[config.mk]
export PLATFORM = sky130hd
export DESIGN_NAME = inst_cache_flat
export DESIGN_NICKNAME = d
export VERILOG_FILES = /design/src/rtl/inst_cache_if.sv /design/src/rtl/inst_cache.sv /design/src/flat_wrapper.sv
export SDC_FILE = /design/constraint.sdc
export NUM_CORES = 2
export LEC_CHECK = 0
export CORE_MARGIN = 4
export CORE_UTILIZATION = 35
export DETAILED_ROUTE_END_ITERATION = 7
export DONT_BUFFER_PORTS = 1
export PLACE_DENSITY = 0.53
export SLEW_MARGIN = 0
export SYNTH_ARGS = -nofsm -noshare
export SYNTH_HDL_FRONTEND = slang
export SYNTH_SLANG_ARGS = --single-unit
[constraint.sdc]
create_clock -name clk -period 3.85 [get_ports clk]
set_input_delay 0.5775 -clock clk [delete_from_list [all_inputs] [get_ports clk]]
set_output_delay 0.5775 -clock clk [all_outputs]
set_load 0.05 [all_outputs]
[src/rtl/inst_cache_if.sv]
// Fetch-side and memory-side bus of the instruction cache.
//   slave  : the cache itself (takes fetch requests, issues memory reads)
//   master : the environment (IF stage, pipeline controller, instruction memory)
// Signals:
//   inst_ren/inst_addr/flush     fetch request, byte address, invalidate-all pulse
//   inst_data/inst_ready         same-cycle hit data and hit flag
//   inst_stall                   IF stage must hold inst_addr
//   mem_req/mem_addr             word read request and word-aligned address
//   mem_ack/mem_data             memory returns the word for mem_addr
//   miss_count                   number of refills started
interface inst_cache_if;
  logic        inst_ren;
  logic [31:0] inst_addr;
  logic [31:0] inst_data;
  logic        inst_ready;
  logic        inst_stall;
  logic        flush;
  logic        mem_req;
  logic [31:0] mem_addr;
  logic        mem_ack;
  logic [31:0] mem_data;
  logic [31:0] miss_count;

  modport slave (
    input  inst_ren, inst_addr, flush, mem_ack, mem_data,
    output inst_data, inst_ready, inst_stall, mem_req, mem_addr, miss_count
  );

  modport master (
    output inst_ren, inst_addr, flush, mem_ack, mem_data,
    input  inst_data, inst_ready, inst_stall, mem_req, mem_addr, miss_count
  );
endinterface

[src/rtl/inst_cache.sv]
// Direct-mapped, read-only instruction cache between the IF stage and a
// word-wide instruction memory. Hits return data in the same cycle; a miss
// refills the whole line word by word over a req/ack handshake while
// inst_stall holds the IF stage.
// Ports:
//   clk    rising-edge clock
//   rst_n  synchronous active-low reset
//   bus    inst_cache_if.slave (fetch side + memory side + miss counter)
// Parameters:
//   LINE_WORDS  words per line (power of 2, >= 2)
//   LINES       number of lines (power of 2, >= 2)
module inst_cache #(
  parameter int LINE_WORDS = 4,
  parameter int LINES      = 16
) (
  input logic         clk,
  input logic         rst_n,
  inst_cache_if.slave bus
);

  localparam int OFF   = $clog2(LINE_WORDS);
  localparam int IDX   = $clog2(LINES);
  localparam int TAG_W = 30 - OFF - IDX;

  typedef enum logic {IDLE, REFILL} state_t;

  state_t               state;
  logic [OFF-1:0]       cnt;
  logic [IDX-1:0]       idx_l;
  logic [TAG_W-1:0]     tag_l;
  logic                 flush_pending;
  logic [31:0]          miss_count;
  logic [LINES-1:0]     valid;

  logic [31:0]          data_arr [LINES*LINE_WORDS];
  logic [TAG_W-1:0]     tag_arr  [LINES];

  logic [OFF-1:0]       off;
  logic [IDX-1:0]       idx;
  logic [TAG_W-1:0]     tag;
  logic                 hit;
  logic                 last_word;
  logic                 unused_addr_bits;

  assign off = bus.inst_addr[OFF+1:2];
  assign idx = bus.inst_addr[OFF+IDX+1:OFF+2];
  assign tag = bus.inst_addr[31:OFF+IDX+2];
  assign unused_addr_bits = ^bus.inst_addr[1:0];

  // Gated by rst_n so the IF stage sees neither a hit nor a stall while reset is held.
  assign hit = rst_n & bus.inst_ren & valid[idx] & (tag_arr[idx] == tag) & (state == IDLE);

  assign bus.inst_ready = hit;
  assign bus.inst_data  = hit ? data_arr[{idx, off}] : '0;
  assign bus.inst_stall = rst_n & ((bus.inst_ren & ~hit) | (state != IDLE));
  assign bus.mem_req    = (state == REFILL);
  assign bus.mem_addr   = (state == REFILL) ? {tag_l, idx_l, cnt, 2'b00} : '0;
  assign bus.miss_count = miss_count;

  assign last_word = (cnt == OFF'(LINE_WORDS - 1));

  // NOTE: the tag and data arrays carry no reset; a line is only ever read
  // after its valid bit is set, and valid bits are what reset clears.
  always_ff @(posedge clk) begin
    if (rst_n && state == REFILL && bus.mem_ack) begin
      data_arr[{idx_l, cnt}] <= bus.mem_data;
      if (last_word) tag_arr[idx_l] <= tag_l;
    end
  end

  // NOTE: all state here uses non-blocking assignments; where two assignments
  // to the same bit occur in one edge (flush vs. fill), the later one wins.
  always_ff @(posedge clk) begin
    if (!rst_n) begin
      state         <= IDLE;
      valid         <= '0;
      cnt           <= '0;
      flush_pending <= 1'b0;
      miss_count    <= '0;
      idx_l         <= '0;
      tag_l         <= '0;
    end else begin
      case (state)
        IDLE: begin
          if (bus.flush) valid <= '0;
          // Miss: the line is invalidated up front so a partial refill can never hit.
          if (bus.inst_ren && !hit) begin
            state      <= REFILL;
            tag_l      <= tag;
            idx_l      <= idx;
            valid[idx] <= 1'b0;
            cnt        <= '0;
            miss_count <= miss_count + 32'd1;
          end
        end
        REFILL: begin
          if (bus.flush) flush_pending <= 1'b1;
          if (bus.mem_ack) begin
            cnt <= cnt + OFF'(1);
            if (last_word) begin
              state         <= IDLE;
              flush_pending <= 1'b0;
              // A flush seen during the refill also discards the line just filled.
              if (flush_pending || bus.flush) valid <= '0;
              else                            valid[idx_l] <= 1'b1;
            end
          end
        end
      endcase
    end
  end

endmodule

[src/flat_wrapper.sv]
// flat-port wrapper written by rule: the top's interface ports become plain ports
module inst_cache_flat 
#(
  parameter int LINE_WORDS = 4,
  parameter int LINES      = 16
)
  (clk, rst_n, bus_inst_ren, bus_inst_addr, bus_flush, bus_mem_ack, bus_mem_data, bus_inst_data, bus_inst_ready, bus_inst_stall, bus_mem_req, bus_mem_addr, bus_miss_count);
  inst_cache_if bus_i ();
  input logic clk;
  input logic rst_n;
  input wire logic [$bits(bus_i.inst_ren)-1:0] bus_inst_ren;
  input wire logic [$bits(bus_i.inst_addr)-1:0] bus_inst_addr;
  input wire logic [$bits(bus_i.flush)-1:0] bus_flush;
  input wire logic [$bits(bus_i.mem_ack)-1:0] bus_mem_ack;
  input wire logic [$bits(bus_i.mem_data)-1:0] bus_mem_data;
  output wire logic [$bits(bus_i.inst_data)-1:0] bus_inst_data;
  output wire logic [$bits(bus_i.inst_ready)-1:0] bus_inst_ready;
  output wire logic [$bits(bus_i.inst_stall)-1:0] bus_inst_stall;
  output wire logic [$bits(bus_i.mem_req)-1:0] bus_mem_req;
  output wire logic [$bits(bus_i.mem_addr)-1:0] bus_mem_addr;
  output wire logic [$bits(bus_i.miss_count)-1:0] bus_miss_count;
  assign bus_i.inst_ren = bus_inst_ren;
  assign bus_i.inst_addr = bus_inst_addr;
  assign bus_i.flush = bus_flush;
  assign bus_i.mem_ack = bus_mem_ack;
  assign bus_i.mem_data = bus_mem_data;
  assign bus_inst_data = bus_i.inst_data;
  assign bus_inst_ready = bus_i.inst_ready;
  assign bus_inst_stall = bus_i.inst_stall;
  assign bus_mem_req = bus_i.mem_req;
  assign bus_mem_addr = bus_i.mem_addr;
  assign bus_miss_count = bus_i.miss_count;
  inst_cache #(.LINE_WORDS(LINE_WORDS), .LINES(LINES)) u_core (.clk(clk), .rst_n(rst_n), .bus(bus_i));
endmodule
; ---- Yosys cells after proc, flatten, opt, wreduce, memory -nomap -nowiden
; Memories as Yosys holds them, arrays and structs flattened.
; Index checks and enable logic that the tools add are counted.
[totals]
n_memories = 2
wordCells = 73
mem_bits_rw = 2432
regBits = 80
in_bits = 69
[op_classes]
n_bitwise = 12
muxes = 31
eq_ne = 5
n_addsub = 2
n_reduce_logical = 10
magnitude_cmp = 4
[mem_list]
columns = memory, words, word_bits, read_ports, rd_ports_with_merged_regs, write_ports, line
row1 = u_core.data_arr, 64, 32, 1, 0, 1, inst_cache.sv:35  ; logic [31:0] data_arr [LINES*LINE_WORDS];
row2 = u_core.tag_arr, 16, 24, 1, 0, 1, inst_cache.sv:36  ; logic [TAG_W-1:0] tag_arr [LINES];
[op_table]
columns = op, n
row1 = $mux W16, 7
row2 = $mux W32, 2
row3 = $add A32 B1 Y32 const B, 1
row4 = $pmux W16 S2, 1
row5 = $eq A24 B24 Y1, 1
row6 = $and A16 B16 Y16, 1
row7 = $not A16 Y16, 1
row8 = $or A16 B16 Y16, 1
row9 = $mux W1, 14
row10 = $lt A4 B5 Y1 const B, 2
row11 = $demux W1 S4, 2
row12 = $ge A4 B1 Y1 const B, 2
row13 = $and A1 B1 Y1, 6
row14 = $ne A2 B2 Y1 const B, 3
row15 = $reduce_and A2 Y1, 3
row16 = $logic_and A1 B1 Y1, 5
row17 = $bmux W1 S4, 1
row18 = $mux W2, 2
row19 = $pmux W2 S2, 1
row20 = $add A2 B1 Y2 const B, 1
row21 = $eq A2 B2 Y1 const B, 1
row22 = $not A1 Y1, 2
row23 = $pmux W1 S2, 1
row24 = $logic_not A1 Y1, 1
row25 = other kinds (2), 2

; ---- Depth between registers and ports, before layout
[depth]
ltp_word = 9
ltp_mapped = 19
ltp_nobuf = 10

; ---- Worst setup path after synthesis
; OpenSTA, ideal clock, no wires.
[synth_path]
kind = input port to output port
from = input port bus_inst_addr[5]
to = output port bus_inst_data[22]
required_time_ns = 3.273
arrival_time_ns = 5.343
n_path_buf = 7
cell_stages = 14
slack_ns = -2.071
cell_sequence = buf_6 > buf_6 > buf_6 > buf_4 > buf_2 > mux4_2 > a32oi_1 > nand3_1 > a2111o_1 > o31ai_1 > nand4_1 > buf_4 > buf_2 > a2111oi_0
[synth_between]
elab_chain_len = 6
[synth_lines]
columns = item, line
row1 = start: declaration, flat_wrapper.sv:12  ; input wire logic [$bits(bus_i.inst_addr)-1:0] bus_inst_addr;
row2 = branches (longest 5 deep; another with $mem_v2 Z16 W24), --
row3 = $mux W32 (*), inst_cache.sv:54  ; assign bus.inst_data = hit ? data_arr[{idx, off}] : '0;
row4 = end: declaration, flat_wrapper.sv:16  ; output wire logic [$bits(bus_i.inst_data)-1:0] bus_inst_data;
; Every way passes the cells marked *. The select of a mux whose other input is x is not followed.

; ---- Final worst setup path
[layout_path]
from = memory u_core.tag_arr[6][20] in the netlist's numbering
to = output port bus_inst_data[8]
[layout_between]
elab_chain_len = 5
[layout_lines]
columns = item, line
row1 = start: declaration, inst_cache.sv:36
row2 = $mem_v2 Z16 W24, --
row3 = $eq A24 B24 Y1, inst_cache.sv:51  ; assign hit = rst_n & bus.inst_ren & valid[idx] & (tag_arr[idx] == tag) & (state == IDLE);
row4 = $and A1 B1 Y1 (2 in a row), inst_cache.sv:51
row5 = $mux W32, inst_cache.sv:54
; Every way passes these cells.

==> out/summary.md <==
The flow ran to the end, but the final reports show violations. The final reports fail on max-slew violations, negative setup slack. Once layout is done, the placed cells without fillers occupy 0.114 mm^2. The worst setup path is launched from a flop.

The root buffer cell chosen for the clock tree is sky130_fd_sc_hd__clkbuf_16. The H-tree was split into 5 levels. Of the total synthesized cell area, the portion taken by AND, OR, NAND and NOR gates is 2.44%. In this run the vertical extent of the chip is 533 um. Summed over all nets, the half-perimeter wirelength after detailed placement is 160000 um. Static timing analysis puts the maximum clock frequency at 0.214 GHz. For this run, the leading register cell type out of synthesis is sky130_fd_sc_hd__edfxtp_1.

Pin placement for this block handled 168 I/O pins. Measured in cells, the most critical reg-to-reg path has a length of 12. The analysis attributes to cell leakage a power of 35.6 nW.

The pre-antenna-repair detailed-routing pass consisted of 5 iterations. Dividing the detail-routed via count by the number of cells gives 5.69. The classification of the worst setup path is flop to output pin. The tools report the endpoint type of the worst setup path as an output pin.

Adding up every negative setup slack in the final design gives -25.23 ns. For the count of final hold-check violations, the log shows 0. The mean area per synthesized cell came out at 22.0 um^2. After detailed routing, the average wire length per cell comes to 33.8 um. Clock-pin slew was measured on the worst setup and hold paths at 0.06 ns. After the first detailed-routing iteration, the DRC count stood at 6328.

The mapped netlist covers 0.0965 mm^2. The total buffers and inverters traversed by the critical path came out at 3. The number of max-cap violations is 0. Headroom to the max-slew limit came out at -13.7%. Setup repair after global routing could not meet its margin everywhere. Compared with the post-synthesis result, the final layout area differs by 18.0%. The total wire length was 294000 um; the share of synthesized cell area in full adder, half adder and majority cells was 0.0259%. The count of cells along the worst hold path is 1. The total track usage was 20.1%; the number of buffers added by the clock tree synthesis step was 267. The delay of the slowest critical-path stage is 0.55 ns, and the total core area is 0.274 mm^2. For this run, design rule violations remaining after detail routing come to 0. In this run the remaining antenna-violating nets after routing total 0.

The cell that appears most often on the critical path is sky130_fd_sc_hd__buf_12. Hold is met by 0.0860 ns. The final global-route overflow total is 0, and the clock latency at the later pin of the worst-skew pair is 0.85 ns.

The layout has 23817 filler cells. The tools report the cell row count as 192. The cell family contributing the most delay on the critical path is compound AO/OA/AOI/OAI gates. The Yosys step of the flow raised 0 warnings. The worst path needs 4.67 ns of the cycle, external delays included. Synthesis instantiated 74 different standard cells from the library. The number of setup buffers added after CTS is 0.

Summing all placed instances gives a cell area of 0.104 mm^2. Counting flops with an async set or reset pin after synthesis yields a share of 0%. The critical path goes through mux4_2 > a22o_1 > a221oi_2 > xnor2_1 > or4_1 > a211oi_2 > nand4_1 > buf_12 > buf_6 > a211oi_4 > buf_12. For the worst setup path, the data required time is 3.27 ns. The post-synthesis mux area share works out to 16.4%. The largest individual stage delay along the critical path comes from the cell sky130_fd_sc_hd__or4_1. For the total vias in the final route, the log shows 49520. The worst clock skew was 0.0432 ns.

The largest voltage drop on the vdd net was 0.321 mV. The final count of pins violating max slew was 94; the total power per unit cell area was 500 mW/mm^2. The initial core utilization is 35.2%, and the final setup slack of the worst path is -0.818 ns. CTS saw 2512 sinks. The count of buffers added on input and output ports is 0.

The overall die width was 533 um. TritonCTS built the clock tree. Summing the sequential cell areas from Yosys gives 77.3% of the chip area. For the via count of the first global-routing pass, the log shows 49102.

The congestion estimate from routability-driven global placement came to 0.804. The tools report the number of antenna violations at the first check in global routing as 11. The wire length of the first global-routing pass is 403000 um, and the total power after layout is 0.0570 W. The min-delay analysis places its worst path in the category input pin to flop. The floorplan die area is 0.284 mm^2, and the slew at the pin with the worst max-slew slack is 1.71 ns. The share of post-route cells with drive strength above 1 works out to 30.0%. Dominant combinational cell family by area after synthesis: multiplexers. OpenSTA, run right after detailed placement, puts the worst setup slack at -0.574 ns. Entering global routing, the biggest net connects 513 pins.

The run gives 4.09 ns as the worst endpoint data arrival time. The net total in the final layout was 4888; the number of buffers on the longest clock path was 4. For the final-report setup violation count, the log shows 34. The fraction of the mapped netlist area in compound gates works out to 2.38%. The path length in cells of the critical path was 11; the largest fanout on the critical path was 25. The number of enable flip-flop cells after synthesis came out at 2432. Final critical-path share of the clock period: 121%.

The xor and xnor area share after synthesis is 0.209%, and the count of state elements after synthesis is 2512. Synthesis produced 4391 cells.
[cells in the final DEF (no fill, tap or decap), types with 26 or more instances in the layout]
master / count
sky130_fd_sc_hd__clkbuf_16: 280
sky130_fd_sc_hd__nor2_1: 43
sky130_fd_sc_hd__mux4_2: 651
sky130_fd_sc_hd__a21oi_1: 41
sky130_fd_sc_hd__clkinv_2: 33
sky130_fd_sc_hd__edfxtp_1: 2432
sky130_fd_sc_hd__mux2i_1: 100
sky130_fd_sc_hd__clkbuf_1: 58
sky130_fd_sc_hd__buf_4: 235
sky130_fd_sc_hd__dfxtp_1: 79
sky130_fd_sc_hd__nand2_1: 158
sky130_fd_sc_hd__nor2_4: 88
sky130_fd_sc_hd__a22oi_1: 26
sky130_fd_sc_hd__buf_12: 88
sky130_fd_sc_hd__buf_16: 31
sky130_fd_sc_hd__dlygate4sd3_1: 33
sky130_fd_sc_hd__o22ai_1: 138
sky130_fd_sc_hd__clkinv_1: 63
sky130_fd_sc_hd__and2_1: 38
[cell usage after synthesis, drive strengths merged (4+ instances only)]
library cell | number | area share, %
o31ai | 22 | 0.17
clkbuf | 118 | 0.46
buf | 120 | 0.70
inv | 17 | 0.066
a211oi | 9 | 0.075
o31a | 4 | 0.036
xnor2 | 19 | 0.17
edfxtp | 2432 | 76
nor3b | 4 | 0.031
or4 | 24 | 0.19
a2111oi | 6 | 0.056
a21oi | 43 | 0.23
nand2b | 9 | 0.058
or3 | 6 | 0.039
and2 | 42 | 0.27
o21a | 5 | 0.039
o211ai | 5 | 0.039
nor3 | 17 | 0.088
a32oi | 5 | 0.045
dfxtp | 80 | 1.7
and3 | 22 | 0.14
nor4 | 20 | 0.13
o22ai | 138 | 0.89
and4 | 5 | 0.045
nand2 | 159 | 0.62
or2 | 4 | 0.026
nand4 | 10 | 0.065
nor2b | 6 | 0.039
nand3 | 24 | 0.12
a31oi | 18 | 0.12
a22oi | 27 | 0.21
mux2i | 100 | 1.0
a221oi | 8 | 0.086
mux4 | 651 | 15
o21ai | 15 | 0.078
a311oi | 9 | 0.082
nor2 | 135 | 0.53
mux2 | 15 | 0.17
xor2 | 4 | 0.036
[cell type report]
class                           instances  area, um^2  area share [%]
Antenna cell                            7        17.5          0.0154
Clock buffer                          336        7160            6.29
Clock inverter                        119         900           0.789
Inverter                               20        81.3          0.0714
Multi-Input combinational cell       1622       21700            19.1
Sequential cell                      2512       74600            65.5
Tap cell                             3686        4610            4.05
Timing Repair Buffer                  394        4830            4.24
[power by group]
group	switching [W]	total (W)	internal (W)
clock	0.0104	0.0244	0.0140
sequential	0.000117	0.0301	0.0300
combinational	0.00136	0.00247	0.00111
[cells by family after synthesis]
family | after synthesis
xor+xnor | 23
other cells | 1
buf+inv | 258
mux | 766
flops | 2512
compound gates | 337
simple gates | 492
fa+ha+maj | 2
[layer usage]
metal	wire [um]	track usage, %
met5	51	0
met4	9710	6.08
met3	24600	3.74
met2	137000	31.2
met1	123000	28.9
[registers in the layout (all words and copies together), names as in the netlist]
register,flops
u_core.data_arr,2048
u_core.tag_arr,384
u_core.bus.miss_count,32
u_core.tag_l,24
u_core.valid,16
u_core.idx_l,4
u_core.cnt,2
u_core.bus.mem_req,1
u_core.flush_pending,1
[worst paths after layout]
kind / startpoint / to / slack (ns)
max: u_core.tag_arr[6][20]$_DFFE_PP_ / bus_inst_data[8] / -0.82
min: bus_mem_data[6] / u_core.data_arr[26][6]$_DFFE_PP_ / 0.09
max reg2reg: u_core.tag_arr[6][2]$_DFFE_PP_ / u_core.bus.miss_count[15]$_SDFFE_PN0P_ / 0.03
min reg2reg: u_core.valid[4]$_SDFFE_PN0P_ / u_core.valid[4]$_SDFFE_PN0P_ / 0.55
[stage by stage]
| stage | instances | utilization [%] |
|---|---|---|
| 4_1_cts | 8682 | 41.5 |
| 5_1_grt | 8689 | 41.6 |
| 2_1_floorplan | 4392 | - |
| 3_3_place_gp | 8161 | 38.1 |
| 3_5_place_dp | 8161 | 38.1 |
| 6_report | 8696 | 41.6 |
[repair_timing]
action                                 4_1_cts  5_1_grt
gates resized for setup                      7        1
gates cloned                                 0        3
pin swaps                                    7        2
endpoints found under the hold margin     2091        0
hold buffers                                66        0
setup endpoints to repair                   52       52
Note: power is estimated with default switching activity, not from simulation.
